File: src/rtl/mem_pkg.sv
// Shared definitions for the memory access arbiter.
//  - Size encodings, which match the core's existing memory control unit.
//  - FSM state enum.
//  - access_bad(): flags an illegal size or a misaligned data access.
//  - lane_extract(): selects the addressed lane of a read word and extends it.
package mem_pkg;

  localparam logic [1:0] SZ_BYTE = 2'b00;
  localparam logic [1:0] SZ_HALF = 2'b01;
  localparam logic [1:0] SZ_ILL  = 2'b10;
  localparam logic [1:0] SZ_WORD = 2'b11;

  typedef enum logic [1:0] {
    ST_IDLE    = 2'd0,
    ST_BUSY_IF = 2'd1,
    ST_BUSY_D  = 2'd2,
    ST_RESP    = 2'd3
  } state_e;

  // Misaligned halfword/word or the reserved size code: the access is
  // rejected without touching the memory bus.
  function automatic logic access_bad(input logic [1:0] size,
                                      input logic [1:0] addr_lo);
    logic bad;
    case (size)
      SZ_HALF: bad = addr_lo[0];
      SZ_WORD: bad = (addr_lo != 2'b00);
      SZ_ILL:  bad = 1'b1;
      default: bad = 1'b0;
    endcase
    return bad;
  endfunction

  // Pick the addressed byte/halfword out of the raw word and zero- or
  // sign-extend it; words pass through unchanged.
  function automatic logic [31:0] lane_extract(input logic [31:0] rdata,
                                               input logic [1:0]  addr_lo,
                                               input logic [1:0]  size,
                                               input logic        sgn);
    logic [7:0]  b;
    logic [15:0] h;
    logic [31:0] res;
    b = rdata[{addr_lo, 3'b000} +: 8];
    h = addr_lo[1] ? rdata[31:16] : rdata[15:0];
    case (size)
      SZ_BYTE: res = {{24{sgn & b[7]}}, b};
      SZ_HALF: res = {{16{sgn & h[15]}}, h};
      default: res = rdata;
    endcase
    return res;
  endfunction

endpackage

File: src/rtl/mem_lane_unit.sv
// Byte-lane steering for the memory port (purely combinational).
//  Write side: wr_size_i/wr_addr_lo_i/wr_data_i -> be_o (byte enables) and
//              wr_data_o (store data replicated across all lanes).
//  Read side:  rd_size_i/rd_addr_lo_i/rd_signed_i/rd_data_i -> rd_data_o
//              (lane-selected, extended load data).
module mem_lane_unit
  import mem_pkg::*;
(
  input  logic [1:0]  wr_size_i,
  input  logic [1:0]  wr_addr_lo_i,
  input  logic [31:0] wr_data_i,
  output logic [3:0]  be_o,
  output logic [31:0] wr_data_o,
  input  logic [1:0]  rd_size_i,
  input  logic [1:0]  rd_addr_lo_i,
  input  logic        rd_signed_i,
  input  logic [31:0] rd_data_i,
  output logic [31:0] rd_data_o
);

  always_comb begin
    be_o      = 4'b1111;
    wr_data_o = wr_data_i;
    case (wr_size_i)
      SZ_BYTE: begin
        be_o      = 4'b0001 << wr_addr_lo_i;
        wr_data_o = {4{wr_data_i[7:0]}};
      end
      SZ_HALF: begin
        be_o      = wr_addr_lo_i[1] ? 4'b1100 : 4'b0011;
        wr_data_o = {2{wr_data_i[15:0]}};
      end
      default: begin
        be_o      = 4'b1111;
        wr_data_o = wr_data_i;
      end
    endcase
  end

  assign rd_data_o = lane_extract(rd_data_i, rd_addr_lo_i, rd_size_i, rd_signed_i);

endmodule

File: src/rtl/mem_access_arbiter.sv
// Shares the external memory port between instruction fetch and load/store.
//  Fetch side : if_req/if_addr in, if_ack/if_rdata/if_err out.
//  Data side  : d_req/d_we/d_size/d_signed/d_addr/d_wdata in,
//               d_ack/d_rdata/d_err out.
//  Memory bus : mem_req/mem_we/mem_addr/mem_be/mem_wdata out,
//               mem_ack/mem_rdata in.
//  Debug      : dbg_state shows the FSM state (state_e encoding).
//
// Handshake: a requester raises req with stable fields and holds it until
// its ack, a single-cycle pulse carrying rdata/err. On the memory side
// mem_req and all mem_* fields stay stable from grant until mem_ack, which
// completes the access in the cycle it is seen; the ack to the requester
// follows one cycle later from the RESP state.
module mem_access_arbiter
  import mem_pkg::*;
#(
  parameter int unsigned STARVE_LIMIT   = 4,
  parameter int unsigned TIMEOUT_CYCLES = 64
) (
  input  logic        clk,
  input  logic        rst,
  input  logic        if_req,
  input  logic [31:0] if_addr,
  output logic        if_ack,
  output logic [31:0] if_rdata,
  output logic        if_err,
  input  logic        d_req,
  input  logic        d_we,
  input  logic [1:0]  d_size,
  input  logic        d_signed,
  input  logic [31:0] d_addr,
  input  logic [31:0] d_wdata,
  output logic        d_ack,
  output logic [31:0] d_rdata,
  output logic        d_err,
  output logic        mem_req,
  output logic        mem_we,
  output logic [31:0] mem_addr,
  output logic [3:0]  mem_be,
  output logic [31:0] mem_wdata,
  input  logic        mem_ack,
  input  logic [31:0] mem_rdata,
  output logic [1:0]  dbg_state
);

  localparam logic [3:0] STARVE_MAX = 4'(STARVE_LIMIT);
  localparam logic [7:0] TO_LAST    = 8'(TIMEOUT_CYCLES - 1);

  state_e      state_q;
  logic [3:0]  starve_q;
  logic [7:0]  to_cnt_q;
  logic [1:0]  size_q;
  logic [1:0]  addr_lo_q;
  logic        signed_q;

  logic        mem_req_q, mem_we_q;
  logic [31:0] mem_addr_q, mem_wdata_q;
  logic [3:0]  mem_be_q;
  logic        if_ack_q, if_err_q, d_ack_q, d_err_q;
  logic [31:0] if_rdata_q, d_rdata_q;

  logic        grant_d, grant_if, d_bad;
  logic [3:0]  wr_be;
  logic [31:0] wr_rep, rd_ext;

  // Fetch word alignment bits carry no information.
  logic unused_if_addr;
  assign unused_if_addr = ^if_addr[1:0];

  // Data has priority unless fetch has been passed over STARVE_LIMIT times.
  assign grant_d  = d_req && !((starve_q == STARVE_MAX) && if_req);
  assign grant_if = !grant_d && if_req;
  assign d_bad    = access_bad(d_size, d_addr[1:0]);

  mem_lane_unit u_lane (
    .wr_size_i    (d_size),
    .wr_addr_lo_i (d_addr[1:0]),
    .wr_data_i    (d_wdata),
    .be_o         (wr_be),
    .wr_data_o    (wr_rep),
    .rd_size_i    (size_q),
    .rd_addr_lo_i (addr_lo_q),
    .rd_signed_i  (signed_q),
    .rd_data_i    (mem_rdata),
    .rd_data_o    (rd_ext)
  );

  always_ff @(posedge clk) begin
    if (rst) begin
      state_q     <= ST_IDLE;
      starve_q    <= '0;
      to_cnt_q    <= '0;
      size_q      <= SZ_WORD;
      addr_lo_q   <= '0;
      signed_q    <= 1'b0;
      mem_req_q   <= 1'b0;
      mem_we_q    <= 1'b0;
      mem_addr_q  <= '0;
      mem_be_q    <= '0;
      mem_wdata_q <= '0;
      if_ack_q    <= 1'b0;
      if_err_q    <= 1'b0;
      if_rdata_q  <= '0;
      d_ack_q     <= 1'b0;
      d_err_q     <= 1'b0;
      d_rdata_q   <= '0;
    end else begin
      // Response outputs are single-cycle pulses.
      if_ack_q   <= 1'b0;
      if_err_q   <= 1'b0;
      if_rdata_q <= '0;
      d_ack_q    <= 1'b0;
      d_err_q    <= 1'b0;
      d_rdata_q  <= '0;

      case (state_q)
        ST_IDLE: begin
          to_cnt_q <= '0;
          if (grant_d) begin
            if (if_req) starve_q <= starve_q + 4'd1;
            if (d_bad) begin
              // Rejected before reaching the bus.
              state_q <= ST_RESP;
              d_ack_q <= 1'b1;
              d_err_q <= 1'b1;
            end else begin
              state_q     <= ST_BUSY_D;
              mem_req_q   <= 1'b1;
              mem_we_q    <= d_we;
              mem_addr_q  <= {d_addr[31:2], 2'b00};
              mem_be_q    <= wr_be;
              mem_wdata_q <= wr_rep;
              size_q      <= d_size;
              addr_lo_q   <= d_addr[1:0];
              signed_q    <= d_signed;
            end
          end else if (grant_if) begin
            starve_q    <= '0;
            state_q     <= ST_BUSY_IF;
            mem_req_q   <= 1'b1;
            mem_we_q    <= 1'b0;
            mem_addr_q  <= {if_addr[31:2], 2'b00};
            mem_be_q    <= 4'b1111;
            mem_wdata_q <= '0;
            size_q      <= SZ_WORD;
            addr_lo_q   <= 2'b00;
            signed_q    <= 1'b0;
          end
        end

        ST_BUSY_IF, ST_BUSY_D: begin
          // mem_ack takes precedence over a timeout in the same cycle.
          if (mem_ack || (to_cnt_q == TO_LAST)) begin
            state_q     <= ST_RESP;
            mem_req_q   <= 1'b0;
            mem_we_q    <= 1'b0;
            mem_addr_q  <= '0;
            mem_be_q    <= '0;
            mem_wdata_q <= '0;
            if (state_q == ST_BUSY_IF) begin
              if_ack_q   <= 1'b1;
              if_err_q   <= !mem_ack;
              if_rdata_q <= mem_ack ? rd_ext : 32'd0;
            end else begin
              d_ack_q   <= 1'b1;
              d_err_q   <= !mem_ack;
              d_rdata_q <= (mem_ack && !mem_we_q) ? rd_ext : 32'd0;
            end
          end else begin
            to_cnt_q <= to_cnt_q + 8'd1;
          end
        end

        ST_RESP: state_q <= ST_IDLE;

        default: state_q <= ST_IDLE;
      endcase
    end
  end

  assign mem_req   = mem_req_q;
  assign mem_we    = mem_we_q;
  assign mem_addr  = mem_addr_q;
  assign mem_be    = mem_be_q;
  assign mem_wdata = mem_wdata_q;
  assign if_ack    = if_ack_q;
  assign if_err    = if_err_q;
  assign if_rdata  = if_rdata_q;
  assign d_ack     = d_ack_q;
  assign d_err     = d_err_q;
  assign d_rdata   = d_rdata_q;
  assign dbg_state = state_q;

endmodule

File: config.mk
export PLATFORM = sky130hd
export DESIGN_NAME = mem_access_arbiter
export DESIGN_NICKNAME = d
export VERILOG_FILES = /design/src/rtl/mem_pkg.sv /design/src/rtl/mem_lane_unit.sv /design/src/rtl/mem_access_arbiter.sv
export SDC_FILE = /design/constraint.sdc
export NUM_CORES = 1
export LEC_CHECK = 0
export CAP_MARGIN = 5
export CORE_MARGIN = 2
export CORE_UTILIZATION = 30
export CTS_BUF_LIST = sky130_fd_sc_hd__clkbuf_4 sky130_fd_sc_hd__clkbuf_8 sky130_fd_sc_hd__clkbuf_16
export DETAILED_ROUTE_END_ITERATION = 8
export HOLD_SLACK_MARGIN = 0.02
export PLACE_DENSITY = 0.63
export SETUP_SLACK_MARGIN = 0.15
export SLEW_MARGIN = 15
export SYNTH_ARGS = -nofsm -noshare
export SYNTH_HDL_FRONTEND = slang
export SYNTH_SLANG_ARGS = --single-unit
File: constraint.sdc
create_clock -name clk -period 2.62 [get_ports clk]
set_input_delay 0.786 -clock clk [delete_from_list [all_inputs] [get_ports clk]]
set_output_delay 0.786 -clock clk [all_outputs]
set_load 0.02 [all_outputs]
==> results of run 1 <==
## worst paths after layout
| check | cells past startpoint | slack [ns] | to |
|---|---|---|---|
| worst max-delay path | 7 | 0.28 | mem_addr[18]$_SDFFE_PP0P_ |
| worst min-delay path | 2 | 0.47 | mem_addr[9]$_SDFFE_PP0P_ |
| worst min register to register | 2 | 0.47 | mem_addr[9]$_SDFFE_PP0P_ |
| worst max register to register | 8 | 0.36 | mem_addr[18]$_SDFFE_PP0P_ |
## cell families (layout without fill, tap and decap cells)
| logic type | after synthesis | after routing | share of synthesized area |
|---|---|---|---|
| AOI/OAI and AO/OA | 253 | 253 | 0.2036 |
| xor gates and xnor gates | 1 | 1 | 0.001266 |
| DFF | 155 | 155 | 0.4485 |
| other | 1 | 2 | 0.0005420 |
| buffers and inverters | 88 | 364 | 0.05696 |
| adders and majority gates | 8 | 8 | 0.01447 |
| muxes | 63 | 63 | 0.09566 |
| and+or+nand+nor | 230 | 230 | 0.1790 |
## per-stage QoR
stage          setup WS [ns]    util  cell area [um^2]  power (uW)
3_5_place_dp         -0.1739  0.4502             10190        7828
4_1_cts               0.2967  0.4763             10780       10330
3_3_place_gp         -0.1354  0.4502             10190        7790
6_report              0.2790  0.4763             10780       10230
2_1_floorplan         0.2318       -              6923        5657
5_1_grt               0.1682  0.4763             10780       10860
## power groups by stage
stage	clock network [uW]	logic, uW	registers [uW]
final	2470	4770	3000
after global routing	2630	5180	3050
after CTS	2530	4800	3000
after detailed placement	0	4780	3050
after global placement	0	4750	3040
after floorplan	0	2150	3510
## cells in the mapped netlist (3+ instances only)
cell type    n
dfxtp_1    155
a21oi_1    120
o21ai_0     92
nand2_1     68
clkbuf_1    61
mux2i_1     38
nor2_1      33
or4_1       33
nand4_1     27
mux2_2      25
nor2b_1     16
or3_1       10
a22oi_1      8
ha_1         8
inv_1        8
nand2b_1     8
nand3_1      8
and2_1       7
o22ai_1      7
buf_2        6
buf_6        6
nor3_1       4
or2_2        4
a2111o_1     3
a211oi_1     3
buf_1        3
buf_4        3
## worst max-delay path: stages
cell             delay (ns)
clkdlybuf4s50_1        0.42
nand2b_1               0.15
a22o_1                 0.22
a31o_4                 0.27
buf_12                 0.17
or4_1                  0.48
a21oi_1                0.16
## cells in the final DEF, fill, tap and decap left out, types with 25 or more instances in the layout
cell	instances
mux2_2	25
mux2i_1	38
dfxtp_1	155
a21oi_1	119
nand2_1	67
nor2_1	33
clkdlybuf4s50_1	271
nand4_1	27
o21ai_0	92
or4_1	33
buf_4	40
## layer usage
layer,vias to the layer above,wire [um]
met5,-,0
met4,0,346
met3,24,2021
met2,307,10690
met1,3137,9699
li1,3396,-
## registers in the layout, indices dropped and copies added, names as in the netlist, 2 cells and up
signal / flops
to_cnt_q: 8
if_rdata: 32
dbg_state: 2
mem_wdata: 32
size_q: 2
mem_addr: 30
addr_lo_q: 2
mem_be: 4
d_rdata: 32
starve_q: 4
## area by class of cell
| class | count | area [um^2] | area share |
|---|---|---|---|
| Timing Repair Buffer | 323 | 3253 | 0.3017 |
| Tap cell | 285 | 356.6 | 0.03307 |
| Clock buffer | 18 | 439.2 | 0.04072 |
| Clock inverter | 14 | 152.6 | 0.01415 |
| Inverter | 9 | 33.78 | 0.003133 |
| Sequential cell | 155 | 3103 | 0.2877 |
| Multi-Input combinational cell | 557 | 3446 | 0.3195 |
==> results_dict.tcl, run 1 <==
set metrics [dict create \
    drc 0 \
    met2_usage 0.3139 \
    grt_usage 0.1838 \
    synthCells 799 \
    swShare 0.3895 \
    cp_max_fo 59 \
    rsz0062_at_grt "false" \
    power.density_mw_per_mm2 948.5 \
    pwr-share-clk 0.241 \
    synth_flop_cell "dfxtp_1" \
    antenna_found_initial 0 \
    drt-initial-drc-count 358 \
    gp_congestion 0.8078 \
    cts_sinks 155 \
    drive_above_1_share 0.1143 \
    power_switching_uw 3984 \
    rows 55 \
    relSlewSlack 0.4967 \
    grt-ovfl-total 0 \
    hold_path_class "register to register" \
    worstMarginPinSlew_ns 0.7522 \
    grt_pass1_vias 6640 \
    routed_wl_um 22760 \
    ctsHoldBuffers 0 \
    ys_types 57 \
    htreeDepth 4 \
    fin_skew_ns 0.01844 \
    max_freq_mhz 427.2 \
    r2r-start "dbg_state[1]$_SDFFE_PP0P_" \
    power.internal_uw 6245 \
    yosysWarnings 0 \
    hold_violations 0 \
    avgSynthCellArea_um2 8.660 \
    use_met3 0.05806 \
    yosys.area.top_type "dfxtp_1" \
    met1_usage 0.2210 \
    cts_root_buf "clkbuf_16" \
    end_kind "register" \
    port_buffers 272 \
    viasPerCell 5.043 \
    synth.yosys.seq_area_share 0.4485 \
    design.core.area_mm2 0.02264 \
    post_cts_resized 0 \
    fin_tns_setup_ns 0 \
    die_w_um 155.9 \
    startpoint_type "primary input" \
    cts_buffer_depth 2 \
    combPwrFrac 0.466 \
    grt_first_pass_wirelength_um 35180 \
    drtPass1Iterations 5 \
    ir_worst_vdd_mv 0.5453 \
    grt_max_degree 60 \
    synth-seq-cells 155 \
    die_y_um 155.9 \
    synth_edf_count 0 \
    clock_latency_ns 0.42 \
    cts_tree "built" \
    cts_setup_buffers 0 \
    fin_cells 1361 \
    cp.required_ns 2.97 \
    area_delta_synth_final_pct 55.86 \
    clkTransAtPathRegs_ns 0.07 \
    initial_utilization 0.3056 \
    max_cap_violations 0 \
    power_leakage_uw 0.004003 \
    nNetsFinal 1208 \
    timing.hold.ws_ns 0.4670 \
    synth_top_area_share 0.4485 \
    wire_per_inst_um 16.72 \
    hpwl_um 16300 \
    synth.area.top_cells "dfxtp_1 45%, a21oi_1 8.7%, o21ai_0 6.7%" \
    diodes 0 \
    seqPwrFrac 0.293 \
    crit_type "primary input to register" \
    antenna_left 0 \
    die_area_mm2 0.02429 \
    dp.cells 1329 \
    drv_slew 0 \
    fillers 2192 \
    grt-busiest-layer "met2" \
    async_flop_share 0 \
    synthesis.area_mm2 0.006919 \
    status "completed" \
    post-route-min-period_ns 2.341 \
    ios 277 \
    fin_crit_sh 0.8935 \
    setup_viol 0 \
    crit_arrival_ns 2.69 \
    crit_start "d_addr[1]" \
    cts_buffers 17 \
    worstHoldStart "mem_addr[9]$_SDFFE_PP0P_" \
    vias 6864 \
]
Note: power is estimated with default switching activity, not from simulation.
==> inputs of run 2 (changes only) <==
- CTS_BUF_LIST: sky130_fd_sc_hd__clkbuf_4 sky130_fd_sc_hd__clkbuf_8 sky130_fd_sc_hd__clkbuf_16 -> not set
==> results of run 2 <==
Final layout, timing and power as in run 1 (identical DEF).
